**src/rtl/rb_sequencer.sv**
```systemverilog
// ---------------------------------------------------------------------------
// rb_sequencer
//
// Frame-level controller for the address generator and the row-buffer BRAM.
// Each batch writes ROWS image rows into the BRAM as bytes, one byte per
// ext_valid beat. It then streams IMG_WIDTH packed column words to the
// consumer, one word per rd_ready beat. FRAME_ROWS/ROWS batches make a frame.
//
// Parameters
//   IMG_WIDTH   pixels per row = column words read per batch
//   ROWS        rows per batch (4, fixed by 32b/8b packing)
//   BRAM_DEPTH  byte locations; equals ROWS*IMG_WIDTH, so it is the number of
//               write beats per batch
//   FRAME_ROWS  image rows per frame; a multiple of ROWS
//
// Ports
//   clk             in   system clock, rising edge
//   rst_n           in   asynchronous active-low reset
//   start           in   frame start request, sampled in IDLE only
//   ext_valid       in   external memory has a byte this cycle
//   rd_ready        in   consumer accepts a column word this cycle
//   en_e_mem_addr   out  external address advance (combinational, FILL)
//   en_w_bram_addr  out  BRAM write address advance (combinational, FILL)
//   en_r_bram_addr  out  BRAM read address advance (combinational, READ)
//   bram_we         out  en_w_bram_addr delayed 1 cycle (generator latency)
//   rd_valid        out  en_r_bram_addr delayed 2 cycles (generator + BRAM)
//   busy            out  high in any state other than IDLE
//   done            out  one-cycle pulse at end of frame
//   batch_idx       out  index of the current batch
//   stall_cycles    out  [31:0] stall counter, present only with the
//                        RB_STALL_CNT_EN macro defined
//
// Reset does not realign the external address generator, which has no reset.
// After a frame is aborted, the system must be re-initialised.
// ---------------------------------------------------------------------------
module rb_sequencer #(
    parameter int IMG_WIDTH  = 512,
    parameter int ROWS       = 4,
    parameter int BRAM_DEPTH = 2048,
    parameter int FRAME_ROWS = 512
) (
    input  logic clk,
    input  logic rst_n,
    input  logic start,
    input  logic ext_valid,
    input  logic rd_ready,
    output logic en_e_mem_addr,
    output logic en_w_bram_addr,
    output logic en_r_bram_addr,
    output logic bram_we,
    output logic rd_valid,
    output logic busy,
    output logic done,
    output logic [((FRAME_ROWS/ROWS) > 1 ? $clog2(FRAME_ROWS/ROWS) : 1)-1:0] batch_idx
`ifdef RB_STALL_CNT_EN
    ,
    output logic [31:0] stall_cycles
`endif
);

    localparam int BATCHES = FRAME_ROWS / ROWS;
    localparam int BW      = (BATCHES > 1)    ? $clog2(BATCHES)    : 1;
    localparam int FW      = (BRAM_DEPTH > 1) ? $clog2(BRAM_DEPTH) : 1;
    localparam int RW      = (IMG_WIDTH > 1)  ? $clog2(IMG_WIDTH)  : 1;

    typedef enum logic [1:0] {
        S_IDLE,
        S_FILL,
        S_READ,
        S_DONE
    } state_t;

    state_t          state, state_nxt;
    logic [FW-1:0]   fill_cnt;
    logic [RW-1:0]   rd_cnt;
    logic            rd_pipe;      // first stage of the rd_valid delay

    logic            fill_last;
    logic            rd_last;
    logic            batch_last;

    assign fill_last  = (fill_cnt  == FW'(BRAM_DEPTH - 1));
    assign rd_last    = (rd_cnt    == RW'(IMG_WIDTH - 1));
    assign batch_last = (batch_idx == BW'(BATCHES - 1));

    // State register
    // NOTE: clocked blocks use non-blocking (<=) so that every register samples
    // values from before the edge. Blocking (=) is reserved for always_comb.
    always_ff @(posedge clk or negedge rst_n) begin
        if (!rst_n) begin
            state <= S_IDLE;
        end else begin
            state <= state_nxt;
        end
    end

    // Next state and combinational strobes
    always_comb begin
        // NOTE: every output of this block gets a default first. Any path that
        // left one unassigned would infer a latch.
        state_nxt      = state;
        en_e_mem_addr  = 1'b0;
        en_w_bram_addr = 1'b0;
        en_r_bram_addr = 1'b0;
        busy           = (state != S_IDLE);
        done           = 1'b0;

        unique case (state)
            S_IDLE: begin
                if (start) begin
                    state_nxt = S_FILL;
                end
            end
            S_FILL: begin
                en_e_mem_addr  = ext_valid;
                en_w_bram_addr = ext_valid;
                if (ext_valid && fill_last) begin
                    state_nxt = S_READ;
                end
            end
            S_READ: begin
                en_r_bram_addr = rd_ready;
                if (rd_ready && rd_last) begin
                    state_nxt = batch_last ? S_DONE : S_FILL;
                end
            end
            S_DONE: begin
                done      = 1'b1;
                state_nxt = S_IDLE;
            end
            default: state_nxt = S_IDLE;
        endcase
    end

    // Beat counters and batch index. Every counter holds while its handshake
    // input is low. Each counter wraps to zero on its last beat, so it is
    // already clear when the next batch or frame starts.
    always_ff @(posedge clk or negedge rst_n) begin
        if (!rst_n) begin
            fill_cnt  <= '0;
            rd_cnt    <= '0;
            batch_idx <= '0;
        end else begin
            if (state == S_FILL && ext_valid) begin
                fill_cnt <= fill_last ? '0 : fill_cnt + FW'(1);
            end
            if (state == S_READ && rd_ready) begin
                rd_cnt <= rd_last ? '0 : rd_cnt + RW'(1);
                if (rd_last && !batch_last) begin
                    batch_idx <= batch_idx + BW'(1);
                end
            end
            if (state == S_DONE) begin
                batch_idx <= '0;
            end
        end
    end

    // Strobe alignment. The generator updates its address one cycle after an
    // enable. The BRAM adds one more cycle on the read side. The last bram_we
    // of a batch therefore lands in the first READ cycle. That is harmless,
    // because the read starts at column 0, which was written long before.
    always_ff @(posedge clk or negedge rst_n) begin
        if (!rst_n) begin
            bram_we  <= 1'b0;
            rd_pipe  <= 1'b0;
            rd_valid <= 1'b0;
        end else begin
            bram_we  <= en_w_bram_addr;
            rd_pipe  <= en_r_bram_addr;
            rd_valid <= rd_pipe;
        end
    end

`ifdef RB_STALL_CNT_EN
    // Counts cycles in which the active handshake was low. It clears when a
    // frame starts and holds its value after done, so it can be read later.
    always_ff @(posedge clk or negedge rst_n) begin
        if (!rst_n) begin
            stall_cycles <= '0;
        end else if (state == S_IDLE && start) begin
            stall_cycles <= '0;
        end else if (((state == S_FILL && !ext_valid) ||
                      (state == S_READ && !rd_ready)) &&
                     (stall_cycles != 32'hFFFF_FFFF)) begin
            stall_cycles <= stall_cycles + 32'd1;
        end
    end
`endif

endmodule

```
**config.mk**
```make
export PLATFORM = sky130hd
export DESIGN_NAME = rb_sequencer
export DESIGN_NICKNAME = d
export VERILOG_FILES = /design/src/rtl/rb_sequencer.sv
export SDC_FILE = /design/constraint.sdc
export NUM_CORES = 1
export LEC_CHECK = 0
export BUFFER_PORTS_ARGS = -buffer_cell sky130_fd_sc_hd__buf_2
export CELL_PAD_IN_SITES_DETAIL_PLACEMENT = 1
export CELL_PAD_IN_SITES_GLOBAL_PLACEMENT = 1
export CORE_ASPECT_RATIO = 1.4
export CORE_MARGIN = 2
export CORE_UTILIZATION = 39
export CTS_CLUSTER_DIAMETER = 100
export DETAILED_ROUTE_END_ITERATION = 8
export PLACE_DENSITY_LB_ADDON = 0.25
export SETUP_SLACK_MARGIN = 0.2
export SKIP_LAST_GASP = 1
export SYNTH_ARGS = -nofsm -noshare
export SYNTH_HDL_FRONTEND = slang
export SYNTH_SLANG_ARGS = --single-unit
```
**constraint.sdc**
```tcl
create_clock -name clk -period 1.79 [get_ports clk]
set_input_delay 0.358 -clock clk [delete_from_list [all_inputs] [get_ports clk]]
set_output_delay 0.358 -clock clk [all_outputs]
set_load 0.005 [all_outputs]
```
Yosys cells after proc, flatten, opt, wreduce, memory -nomap -nowiden:

Cells that the tools add are included.

* add/subtract/negate cells: 3
* $mul: 0
* div/mod/pow operators: 0
* magnitude comparators: 0
* equality and inequality tests: 9
* shifts and indexed selects: 0
* mux-type cells: 13
* bitwise logic cells: 0
* reductions and logical operators: 12

Operators with widths (count)
* $mux W7: 3
* $add A11 B1 Y11 const B: 1
* $eq A11 B11 Y1 const B: 1
* $mux W11: 1
* $add A9 B1 Y9 const B: 1
* $eq A9 B9 Y1 const B: 1
* $mux W9: 1
* $mux W2: 4
* $pmux W2 S4: 1
* $add A7 B1 Y7 const B: 1
* $eq A7 B7 Y1 const B: 1
* $ne A2 B2 Y1 const B: 3
* $reduce_bool A2 Y1: 3
* $logic_and A1 B1 Y1: 5
* $eq A2 B2 Y1 const B: 2
* $mux W1: 3
* $reduce_and A3 Y1: 1
* $eq A2 B1 Y1 const B: 1
* $logic_not A2 Y1: 1
* $reduce_and A2 Y1: 1
* $logic_not A1 Y1: 1

* register bits after elaboration: 32
* latch bits: 0
* memory bits (writable): 0
* memory bits (read-only): 0
* output and inout port bits: 14
* memories kept: 0

Longest topological paths before layout:

Gate-level depths: netlist of the first run.

* word-level depth: 6
* gate-level depth with buffers: 9

Least setup slack after synthesis of the first run:

No wires, ideal clock.

* path kind: reg-to-reg
* start point: reg rd_cnt[0]
* end point: reg batch_idx[5] (netlist name)
* library setup time: 78 ps
* arrival: 1809 ps
* slack: -97 ps
* cell stages (with the launch flop): 9
* buffers on the path: 0
* clock period less this slack: 1887 ps
* cells stage by stage: dfrtp_1 > ha_1 > nand3_1 > nor2_1 > ha_1 > and4b_1 > o21ai_2 > or4_1 > a21oi_1

* cells in the longest elaborated chain, start to end: 4

RTL lines
* start: declaration: line 75 `logic [RW-1:0] rd_cnt;`
* start signal: assignment: line 148 `rd_cnt <= rd_last ? '0 : rd_cnt + RW'(1);`
* $eq A9 B9 Y1: line 83 `assign rd_last = (rd_cnt == RW'(IMG_WIDTH - 1));`
* $logic_and A1 B1 Y1: line 149 `if (rd_last && !batch_last) begin`
* $reduce_bool A2 Y1 (no line)
* $reduce_and A2 Y1 (no line)
* end signal: assignment: line 150 `batch_idx <= batch_idx + BW'(1);`
* end: declaration: line 54 `output logic [((FRAME_ROWS/ROWS) > 1 ? $clog2(FRAME_ROWS/ROWS) : 1)-1:0] batch_idx`

Every way passes these cells.
A chain may end at the register's enable or synchronous reset.

Final worst setup path of the first run:

* start point: reg rd_cnt[0]
* end point: reg batch_idx[0] (netlist name)

Same word-level chain as after synthesis.

==> flow_summary_export.csv, run 1 <==
group,metric,value,unit
cells_and_area,finalCoreUtilization,0.5553,
detailed_routing,first_pass_iters,4,
setup_path,crit_arrival,2.08,ns
pwr,share_seq_of_total_power,0.541,
clocking,clkTransAtPathRegs,0.07,ns
detailed_routing,ant_nets,0,
setup_path,worstPathMaxFanout,5,
clocking,clock_tree.buffer_depth,2,
sta,tightest_slew,0.6980,ns
pwr,net-switching-power,0.4060,mW
cells_and_area,antenna-diode-count,0,
detailed_routing,avgViaCountPerCell,5.260,
detailed_routing,drt-wirelength-per-cell,15.81,um
clocking,cts_root_buffer,"clkbuf_8",
die,area_of_the_die,4417,um^2
sta,report.final.slew_viol_count,0,
sta,clock-skew-final,0.007091,ns
sta,fmax,521.0,MHz
clocking,numCtsBuffers,5,
detailed_routing,vias,1294,
global_routing,via_count_of_the_first_global_routing_pass,1456,
die,die-width,56.75,um
die,die_h,77.84,um
cells_and_area,final_net_count,212,
logic_synthesis,ys_seq_area_frac,0.5272,
pwr,power.combinational.fraction,0.093,
logic_synthesis,syn_area_per_cell,9.993,um^2
global_routing,total_overflow_reported_by_the_global_router,0,
logic_synthesis,syn-num-nets,161,
outcome,outcome,"finished with violations",
global_routing,number_of_antenna_violations_at_the_first_check_in_global_routing,0,
placed_design,dp_worst_slack,-0.09262,ns
placed_design,globalplace.congestion,0.7704,
logic_synthesis,post_synthesis_instance_total,152,
die,initial_core_util,0.4096,
pwr,sw_frac_of_total,0.2596,
pwr,intPower,1.158,mW
sta,holdWs,0.1131,ns
setup_path,worstSetupPathType,"reg2reg",
clocking,h-tree-depth,2,
die,core_box_area,3709,um^2
clocking,cts.sink_count,32,
sta,period_share,1.072,
global_routing,pin_count_of_the_biggest_net_entering_global_routing,33,
sta,timing.slew.headroom,0.5347,
worst_hold_path,min-delay-path-class,"in2async",
logic_synthesis,synth_warnings,0,
cells_and_area,areaGrowthSynthToFinish,35.59,%
pwr,max-vdd-ir-drop,504.1,uV
cells_and_area,layout-drive-gt1-share,0.3578,
sta,setup-violations-final,8,
global_routing,grt_first_pass_wirelength,6.479,mm
die,ios,19,
sta,final_hold_viol_count,0,
clocking,clock_latency,0.29,ns
logic_synthesis,synthesis.area,1519,um^2
die,rows,26,
pwr,powerDensity,759.6,nW/um^2
detailed_routing,initialDrtViolationCount,32,
clocking,cts_tree,"done",
sta,unrepaired_setup_endpoints_after_global_routing,"yes",
detailed_routing,route.final.wire_length,3.889,mm
setup_path,timing.critical_path.required,1.95,ns
sta,timing.final.ws_setup,-0.1293,ns
run,drv_cap,0,
placed_design,place.port_buffers,18,
detailed_routing,detail_route.drc_violations,0,
pwr,clock_network_fraction_of_design_power,0.367,
pwr,power_leakage,1.001,nW
sta,period_needed,1.919,ns
placed_design,dp.final_hpwl,2.538,mm
setup_path,critPathCaptureType,"flop",
global_routing,groute.usage.overall,0.1885,
setup_path,timing.critical_path.from_type,"flop",
logic_synthesis,ys_ff_latch,32,
outcome,violations_in_the_final_reports,"setup timing",
clocking,holdBufCountCts,0,
logic_synthesis,synth.lib_cells_used.distinct,35,
[worst max-delay path, stage by stage (launching register included)]
cell and delay, ns:
dfrtp_1 0.36, ha_2 0.20, nand3_2 0.08, nor2_1 0.10
ha_2 0.18, and4b_1 0.24, buf_4 0.13, buf_6 0.11
o21a_1 0.16, xnor2_1 0.13, nor2_1 0.08
[final cells by class]
type	count	area [um^2]
Multi-Input combinational cell	111	749.5
Clock buffer	8	90.09
Timing Repair Buffer	47	342.8
Inverter	6	22.52
Tap cell	42	52.55
Fill cell	424	1649
Sequential cell	32	802.0
[state kept, by name, summed over array words and instances (netlist names)]
name       count
state          2
bram_we        1
rd_pipe        1
rd_valid       1
fill_cnt      11
rd_cnt         9
batch_idx      7
[metrics by stage]
step | TNS, ns | total power, mW | instances | instance area [um^2]
final | -0.4119 | 1.564 | 246 | 2059
after floorplan | -0.009104 | 0.9303 | 152 | 1529
after CTS | -0.2112 | 1.582 | 237 | 1904
after global routing | -1.700 | 1.645 | 246 | 2059
after detailed placement | -0.2605 | 0.9956 | 221 | 1745
after global placement | -0.02362 | 0.9752 | 221 | 1745
[power by group through the flow]
| stage | Sequential [mW] | Combinational [mW] | Clock, mW |
|---|---|---|---|
| after floorplan | 0.839 | 0.0909 | 0 |
| after global placement | 0.848 | 0.127 | 0 |
| after detailed placement | 0.857 | 0.139 | 0 |
| after CTS | 0.845 | 0.144 | 0.593 |
| after global routing | 0.858 | 0.169 | 0.619 |
| final | 0.846 | 0.145 | 0.574 |
[worst paths after layout]
check | start | end | slack [ns] | cells after the start
max | rd_cnt[0]$_DFFE_PN0P_ | batch_idx[0]$_DFFE_PN0P_ | -0.13 | 10
min | rst_n | rd_cnt[6]$_DFFE_PN0P_ | 0.11 | 1
max reg2reg | rd_cnt[0]$_DFFE_PN0P_ | batch_idx[0]$_DFFE_PN0P_ | -0.13 | 10
min reg2reg | rd_pipe$_DFF_PN0_ | rd_valid$_DFF_PN0_ | 0.35 | 0
max in group asynchronous | rst_n | state[0]$_DFFE_PN0P_ | 1.17 | 1
min in group clk | ext_valid | state[0]$_DFFE_PN0P_ | 0.33 | 2
[timing repair]
action,in CTS,in global routing
setup buffers,8,9
endpoints found under the setup margin,11,20
resized for setup,4,25
endpoints found under the hold margin,0,0
pin swaps,4,12
[cells by family after synthesis]
| kind of cell | Yosys count | synth area share |
|---|---|---|
| buffers and inverters | 9 | 0.02553 |
| AOI/OAI and AO/OA | 18 | 0.07909 |
| xor gates and xnor gates | 17 | 0.09802 |
| DFF | 32 | 0.5272 |
| adders and majority gates | 4 | 0.03295 |
| and+or+nand+nor | 72 | 0.2372 |
[placed cells by master, fill, tap and decap left out, types with 2 or more instances in the layout]
cell type  Yosys  routed
clkbuf_8       0       6
inv_2          0       2
nand2_1       19      18
nand3_2        0       2
buf_6          0       6
nor2_1        19      14
dfrtp_1       32      31
nand3b_1       2       2
clkbuf_1       1       2
buf_4          1      22
ha_1           4       2
a21oi_2        0       2
or3_1          3       3
nor3_1         4       4
nand4_1        4       4
o21ai_0        4       4
xnor2_1       10      10
ha_2           0       2
and3_1         4       4
nand3_1        9       7
nor2_4         0       4
nor4_1         2       2
xor2_1         7       7
a21oi_1        4       2
inv_1          6       4
buf_2          1      18
[cells in the mapped netlist (all sizes together)]
master	number	area share
and3	4	0.016
clkbuf	1	0.0025
or4	1	0.0049
xor2	7	0.040
nand4	4	0.016
dfrtp	32	0.53
a31oi	1	0.0041
o21ai	5	0.019
or3	3	0.012
nand3	9	0.030
nor3	4	0.013
nand2	19	0.047
nand2b	1	0.0041
nand3b	3	0.023
o211ai	1	0.0049
or2	1	0.0041
buf	2	0.0082
and2	1	0.0041
ha	4	0.033
nor2	19	0.047
o21a	1	0.0049
nor4	2	0.0082
a21o	1	0.0049
o31ai	1	0.0049
a21oi	4	0.013
a41oi	1	0.0058
and4b	1	0.0066
a211o	1	0.0058
inv	6	0.015
o21bai	1	0.0049
xnor2	10	0.058
a32o	1	0.0066
[per-layer routing]
layer | vias to the layer above | wire [um] | global-route usage
met4 | 0 | 65 | 0.08837
met1 | 646 | 1511 | 0.2043
li1 | 625 | - | -
met5 | - | 0 | 0
met3 | 7 | 96 | 0.04500
met2 | 16 | 2216 | 0.3384
Note: power is estimated with default switching activity, not from simulation.
==> run 2, diff against run 1 <==
- ABC_AREA: default -> 1
- CORE_UTILIZATION: 39 -> 38
==> run 2 against run 1 <==
The run now ends clean. Sequential cell count unchanged. Synthesized area up 19%. Wire length up 11%. Clock-buffer cell count down 3. Sequential share of layout area down 2.2 points. Critical endpoint is now batch_idx[3]$_DFFE_PN0P_. Largest power group unchanged.
==> flow_summary_export.csv, run 2 <==
group,metric,value,unit
detailed_routing,initialDrtViolationCount,43,
setup_path,worst_reg_to_reg_setup_slack,0.20,ns
clocking,clock_tree.buffer_depth,2,
logic_synthesis,synthesis.area,1810,um^2
sta,setup-violations-final,0,
logic_synthesis,post_synthesis_instance_total,235,
pwr,max-vdd-ir-drop,622.5,uV
pwr,fin_total_pwr,2.736,mW
run,drv_cap,0,
die,die_h,85.67,um
die,area_of_the_die,5340,um^2
cells_and_area,final_cells,332,
setup_path,crit_arrival,1.76,ns
clocking,h-tree-depth,2,
setup_path,critPathCaptureType,"flop",
setup_path,timing.critical_path.mode_cell,"nand2_1",
logic_synthesis,synth_common_cells,"nand2_1, dfrtp_1, inv_1",
sta,fmax,630.5,MHz
detailed_routing,drt-wirelength-per-cell,12.95,um
logic_synthesis,synth_top_area_frac,0.4423,
logic_synthesis,synthSimpleGateAreaFrac,0.3739,
detailed_routing,avgViaCountPerCell,4.928,
cells_and_area,final_net_count,279,
cells_and_area,max_flop_register,"fill_cnt",
logic_synthesis,adder_and_majority_cell_fraction_of_the_synthesized_area,0.02764,
placed_design,place.port_buffers,18,
cells_and_area,antenna-diode-count,0,
die,core_box_area,4572,um^2
logic_synthesis,synthMuxAreaShare,0,
sta,unrepaired_setup_endpoints_after_global_routing,"yes",
logic_synthesis,synth_top_cells_by_area,"dfrtp_1, nand2_1, nand3_1",
detailed_routing,detail_route.drc_violations,0,
clocking,holdBufCountCts,0,
sta,timing.final.ws_setup,0.2040,ns
clocking,clock_latency,0.29,ns
logic_synthesis,syn-num-nets,244,
sta,clock-skew-final,0.006251,ns
sta,timing.slew.headroom,0.7221,
cells_and_area,layout-drive-gt1-share,0.2593,
logic_synthesis,ys_seq_area_frac,0.4423,
clocking,cts.sink_count,32,
setup_path,slowest_delay,0.41,ns
cells_and_area,commonest_non_fill_non_tap_cells_in_the_layout,"nand2_1, dfrtp_1, inv_1",
sta,totalNegativeSetupSlack,0,ns
logic_synthesis,syn_area_per_cell,7.704,um^2
logic_synthesis,ys_ff_latch,32,
detailed_routing,route.final.wire_length,4.300,mm
logic_synthesis,netlist.top_cell.by_area,"dfrtp_1",
logic_synthesis,synthMostInstantiatedCell,"nand2_1",
setup_path,timing.critical_path.required,1.97,ns
global_routing,grt_first_pass_wirelength,7.431,mm
worst_hold_path,min-delay-path-class,"in2async",
sta,period_needed,1.586,ns
clocking,numCtsBuffers,5,
logic_synthesis,compound_cell_area_share_of_the_yosys_netlist,0.06151,
sta,holdWs,0.09192,ns
logic_synthesis,synth.lib_cells_used.distinct,26,
cells_and_area,finalCoreUtilization,0.4765,
logic_synthesis,asyncSetResetFlopFracSynth,1.000,
sta,period_share,0.8861,
die,rows,29,
die,ios,19,
logic_synthesis,post_synth_xor_area_fraction,0.004838,
logic_synthesis,synth_top_family_by_area,"simple AND/OR/NAND/NOR gates",
pwr,power_leakage,1.109,nW
die,initial_core_util,0.3960,
cells_and_area,layout.cells.most_common,"nand2_1",
setup_path,critical-path-slowest-cell,"dfrtp_1",
setup_path,worstPathMaxFanout,9,
placed_design,dp_worst_slack,0.02421,ns
setup_path,cp_cell_sequence,"nand2_1, inv_2, nand4_1, nor2_1, ha_2, nand3_4, nor2_4, nor2_8, nand2_1, o21ai_1",
setup_path,rr_worst_depth,10,
setup_path,timing.critical_path.from_type,"flop",
global_routing,pin_count_of_the_biggest_net_entering_global_routing,33,
clocking,cts_tree,"done",
detailed_routing,ant_nets,0,
global_routing,total_overflow_reported_by_the_global_router,0,
detailed_routing,vias,1636,
setup_path,worstSetupPathType,"reg2reg",
outcome,outcome,"finished, final reports clean",
clocking,cts_root_buffer,"clkbuf_8",
placed_design,globalplace.congestion,0.7772,
setup_path,crit-reg2reg-launch,"rd_cnt[3]$_DFFE_PN0P_",
placed_design,dp.final_hpwl,3.035,mm
detailed_routing,first_pass_iters,4,
sta,report.final.slew_viol_count,0,
global_routing,groute.usage.overall,0.1759,
logic_synthesis,synth-edff-count,0,
sta,tightest_slew,0.4169,ns
sta,final_hold_viol_count,0,
cells_and_area,areaGrowthSynthToFinish,20.32,%
global_routing,via_count_of_the_first_global_routing_pass,1626,
logic_synthesis,ys_dominant_reg_cell,"dfrtp_1",
logic_synthesis,synth_warnings,0,
pwr,powerDensity,1256,nW/um^2
cells_and_area,largest_register_ff_count,11,
clocking,clkTransAtPathRegs,0.07,ns
placed_design,placed_cell_area,1974,um^2
cells_and_area,layout_top_registers,"fill_cnt (11), rd_cnt (9), batch_idx (7)",
placed_design,place.detailed.instances,315,
setup_path,worst_r2r_dst,"batch_idx[3]$_DFFE_PN0P_",
cells_and_area,finalInstanceArea,2178,um^2
die,die-width,62.34,um
global_routing,number_of_antenna_violations_at_the_first_check_in_global_routing,0,
## run 2: repair_timing
item,in CTS,in global routing
setup buffers,6,4
pin swaps,9,6
endpoints found under the hold margin,0,0
endpoints found under the setup margin,12,17
gates cloned,0,0
resized for setup,10,7
## run 2: cell families after synthesis
kind of cell	Yosys count
flip-flops	32
AO/OA/AOI/OAI	21
buffers and inverters	39
adder cells (fa/ha/maj)	4
XOR/XNOR	1
AND/OR/NAND/NOR	138
## run 2: where the power goes
| part | internal, mW | switching [mW] |
|---|---|---|
| Combinational | 0.439 | 0.637 |
| Clock | 0.263 | 0.269 |
| Sequential | 0.925 | 0.204 |
## run 2: worst max-delay path: cells and delay by family, from the launching register on
family	cells	cell delay, ns
compound gates	1	0.06
simple gates	7	0.73
fa+ha+maj	1	0.23
buf+inv	1	0.06
flops	1	0.41
## run 2: cell type report
type                       count  area (um^2)
clock buffer                   5        68.82
clock inverter                 2        12.51
fill                         591         2394
inverter                      36        140.1
multi-input combinational    164        883.3
sequential                    32        800.8
tap                           62        77.57
timing repair buffer          31        195.2
## run 2: how the worst max path moves through the flow
stage,startpoint,end,cells past startpoint
floorplan,rd_cnt[1]$_DFFE_PN0P_,state[1]$_DFFE_PN0P_,9
global placement,rd_cnt[1]$_DFFE_PN0P_,state[1]$_DFFE_PN0P_,9
detailed placement,rd_cnt[1]$_DFFE_PN0P_,state[1]$_DFFE_PN0P_,9
CTS,rd_cnt[1]$_DFFE_PN0P_,state[1]$_DFFE_PN0P_,9
global route,rd_cnt[5]$_DFFE_PN0P_,state[1]$_DFFE_PN0P_,10
finish,rd_cnt[3]$_DFFE_PN0P_,batch_idx[3]$_DFFE_PN0P_,10
## run 2: metal layers
metal	share of wire	vias up	GRT usage
met5	0	-	0
met4	0.021	0	0.07071
met3	0.025	8	0.03543
met2	0.54	19	0.3221
met1	0.41	790	0.2007
li1	-	819	-
==> run 3, diff against run 2 <==
- BUFFER_PORTS_ARGS: -buffer_cell sky130_fd_sc_hd__buf_2 -> -buffer_cell sky130_fd_sc_hd__clkbuf_2
- MAX_ROUTING_LAYER: default -> met4
==> run 3 against run 2 <==
Critical path depth decreased by 1. Non-clock buffer count increased by 9. Hold slack got worse by 0.086 ns. First-iteration DRC count increased by 86%. Largest cell class unchanged. Highest routed layer unchanged.
==> flow_summary_export.csv, run 3 (synthesis gave the netlist of run 2 again) <==
group,metric,value,unit
die,area_of_the_die,5340,um^2
clocking,holdBufCountCts,0,
clocking,clkTransAtPathRegs,0.07,ns
detailed_routing,vias,1706,
detailed_routing,ant_nets,0,
cells_and_area,final_net_count,288,
global_routing,total_overflow_reported_by_the_global_router,0,
sta,totalNegativeSetupSlack,0,ns
sta,period_share,0.9184,
detailed_routing,initialDrtViolationCount,80,
cells_and_area,antenna-diode-count,0,
sta,report.final.slew_viol_count,0,
cells_and_area,layout_top_registers,"fill_cnt (11), rd_cnt (9), batch_idx (7)",
clocking,h-tree-depth,2,
die,die-width,62.34,um
setup_path,timing.critical_path.required,1.96,ns
worst_hold_path,min-delay-path-class,"in2async",
pwr,max-vdd-ir-drop,523.5,uV
die,initial_core_util,0.3960,
cells_and_area,layout.cells.most_common,"nand2_1",
pwr,powerDensity,1259,nW/um^2
placed_design,place.port_buffers,18,
cells_and_area,commonest_non_fill_non_tap_cells_in_the_layout,"nand2_1, dfrtp_1, inv_1",
cells_and_area,finalCoreUtilization,0.5030,
clocking,clock_tree.buffer_depth,2,
sta,final_hold_viol_count,0,
setup_path,worstSetupPathType,"reg2reg",
global_routing,number_of_antenna_violations_at_the_first_check_in_global_routing,0,
outcome,outcome,"finished, final reports clean",
cells_and_area,areaGrowthSynthToFinish,27.02,%
global_routing,gr-usage-met2,0.3725,
setup_path,critical-path-slowest-cell,"dfrtp_1",
detailed_routing,drt-wirelength-per-cell,14.33,um
detailed_routing,avgViaCountPerCell,5.003,
setup_path,crit_arrival,1.82,ns
clocking,cts.sink_count,32,
sta,fmax,608.3,MHz
placed_design,placed_cell_area,1987,um^2
die,ios,19,
sta,timing.slew.headroom,0.7134,
die,die_h,85.67,um
global_routing,via_count_of_the_first_global_routing_pass,1845,
pwr,fin_total_pwr,2.896,mW
setup_path,critPathCaptureType,"flop",
clocking,clock_latency,0.28,ns
placed_design,dp.final_hpwl,3.277,mm
setup_path,timing.critical_path.from_type,"flop",
sta,tightest_slew,0.4299,ns
global_routing,groute.usage.overall,0.2057,
pwr,power_leakage,1.168,nW
clocking,numCtsBuffers,5,
cells_and_area,layout-drive-gt1-share,0.2903,
sta,unrepaired_setup_endpoints_after_global_routing,"yes",
die,rows,29,
setup_path,slowest_delay,0.37,ns
cells_and_area,finalInstanceArea,2300,um^2
global_routing,groute.layer.met3.usage,0.03281,
global_routing,pin_count_of_the_biggest_net_entering_global_routing,19,
setup_path,worstPathMaxFanout,5,
sta,setup-violations-final,0,
global_routing,gr-usage-met1,0.2239,
sta,period_needed,1.644,ns
setup_path,cp_cell_sequence,"ha_2, nand4_1, nor2_2, ha_4, inv_4, o21ai_2, nand3_2, a21oi_2, nor2_1",
die,core_box_area,4572,um^2
global_routing,busiest_layer,"met2",
cells_and_area,nFillCells,596,
detailed_routing,first_pass_iters,4,
placed_design,globalplace.congestion,0.7835,
detailed_routing,route.final.wire_length,4.888,mm
run,drv_cap,0,
cells_and_area,max_flop_register,"fill_cnt",
clocking,cts_root_buffer,"clkbuf_8",
sta,clock-skew-final,0.002347,ns
detailed_routing,detail_route.drc_violations,0,
global_routing,grt_first_pass_wirelength,8.473,mm
cells_and_area,largest_register_ff_count,11,
clocking,cts_tree,"done",
-- run 3: changes by cell type in the layout (fill, tap and decap cells not counted), moves of 2 or more --
cell / change
buf_6: +3
buf_4: +5
clkbuf_2: +18
inv_2: -2
nor2_1: -2
buf_2: -18
clkbuf_8: +2
-- run 3: cell type report --
type / count / area [um^2] / area share
well taps: 62 / 77.57 / 0.03373
clock buffers: 7 / 96.34 / 0.04189
flip-flops and latches: 32 / 800.8 / 0.3482
repair buffers: 40 / 286.5 / 0.1246
multi-input cells: 164 / 899.6 / 0.3912
inverters: 36 / 138.9 / 0.06039
-- run 3: power breakdown --
group / switching [mW] / internal [mW] / leakage (nW)
clock: 0.257 / 0.342 / 0.0503
combinational: 0.698 / 0.476 / 0.705
sequential: 0.198 / 0.925 / 0.413
-- run 3: metrics by stage --
stage / setup slack [ns] / cells / hold slack [ns]
after CTS: 0.1452 / 335 / 0.009956
after global placement: 0.1265 / 315 / 0.3079
after detailed placement: 0.03508 / 315 / 0.3125
after global routing: 0.03584 / 341 / 0.03181
after floorplan: 0.2357 / 235 / 0.06241
final: 0.1460 / 341 / 0.005615
-- run 3: metal layers --
metal / routed length [um] / up-vias
li1: - / 841
met1: 2007 / 833
met2: 2645 / 22
met3: 127 / 10
met4: 107 / 0
met5: 0 / -
-- run 3: what timing repair did --
| action | CTS | global route |
|---|---|---|
| endpoints found under the setup margin | 15 | 18 |
| resized for setup | 10 | 14 |
| pin swaps | 7 | 7 |
| endpoints found under the hold margin | 0 | 0 |
| setup buffers | 13 | 6 |
-- run 3: final timing paths --
check / start / end / slack [ns] / cells past startpoint
worst max-delay path: rd_cnt[1]$_DFFE_PN0P_ / state[1]$_DFFE_PN0P_ / 0.15 / 9
worst min-delay path: rst_n / rd_cnt[2]$_DFFE_PN0P_ / 0.006 / 1
worst max register to register: rd_cnt[1]$_DFFE_PN0P_ / state[1]$_DFFE_PN0P_ / 0.15 / 9
worst min register to register: rd_pipe$_DFF_PN0_ / rd_valid$_DFF_PN0_ / 0.37 / 0
max in group asynchronous: rst_n / bram_we$_DFF_PN0_ / 1.35 / 2
min in group clk: rd_pipe$_DFF_PN0_ / rd_valid$_DFF_PN0_ / 0.37 / 0
-- run 3: worst max-delay path, delay by kind of cell, from the launching register on --
kind,cells,cell delay (ns)
simple gates,4,0.46
fa+ha+maj,2,0.38
flops,1,0.37
compound gates,2,0.27
buf+inv,1,0.05
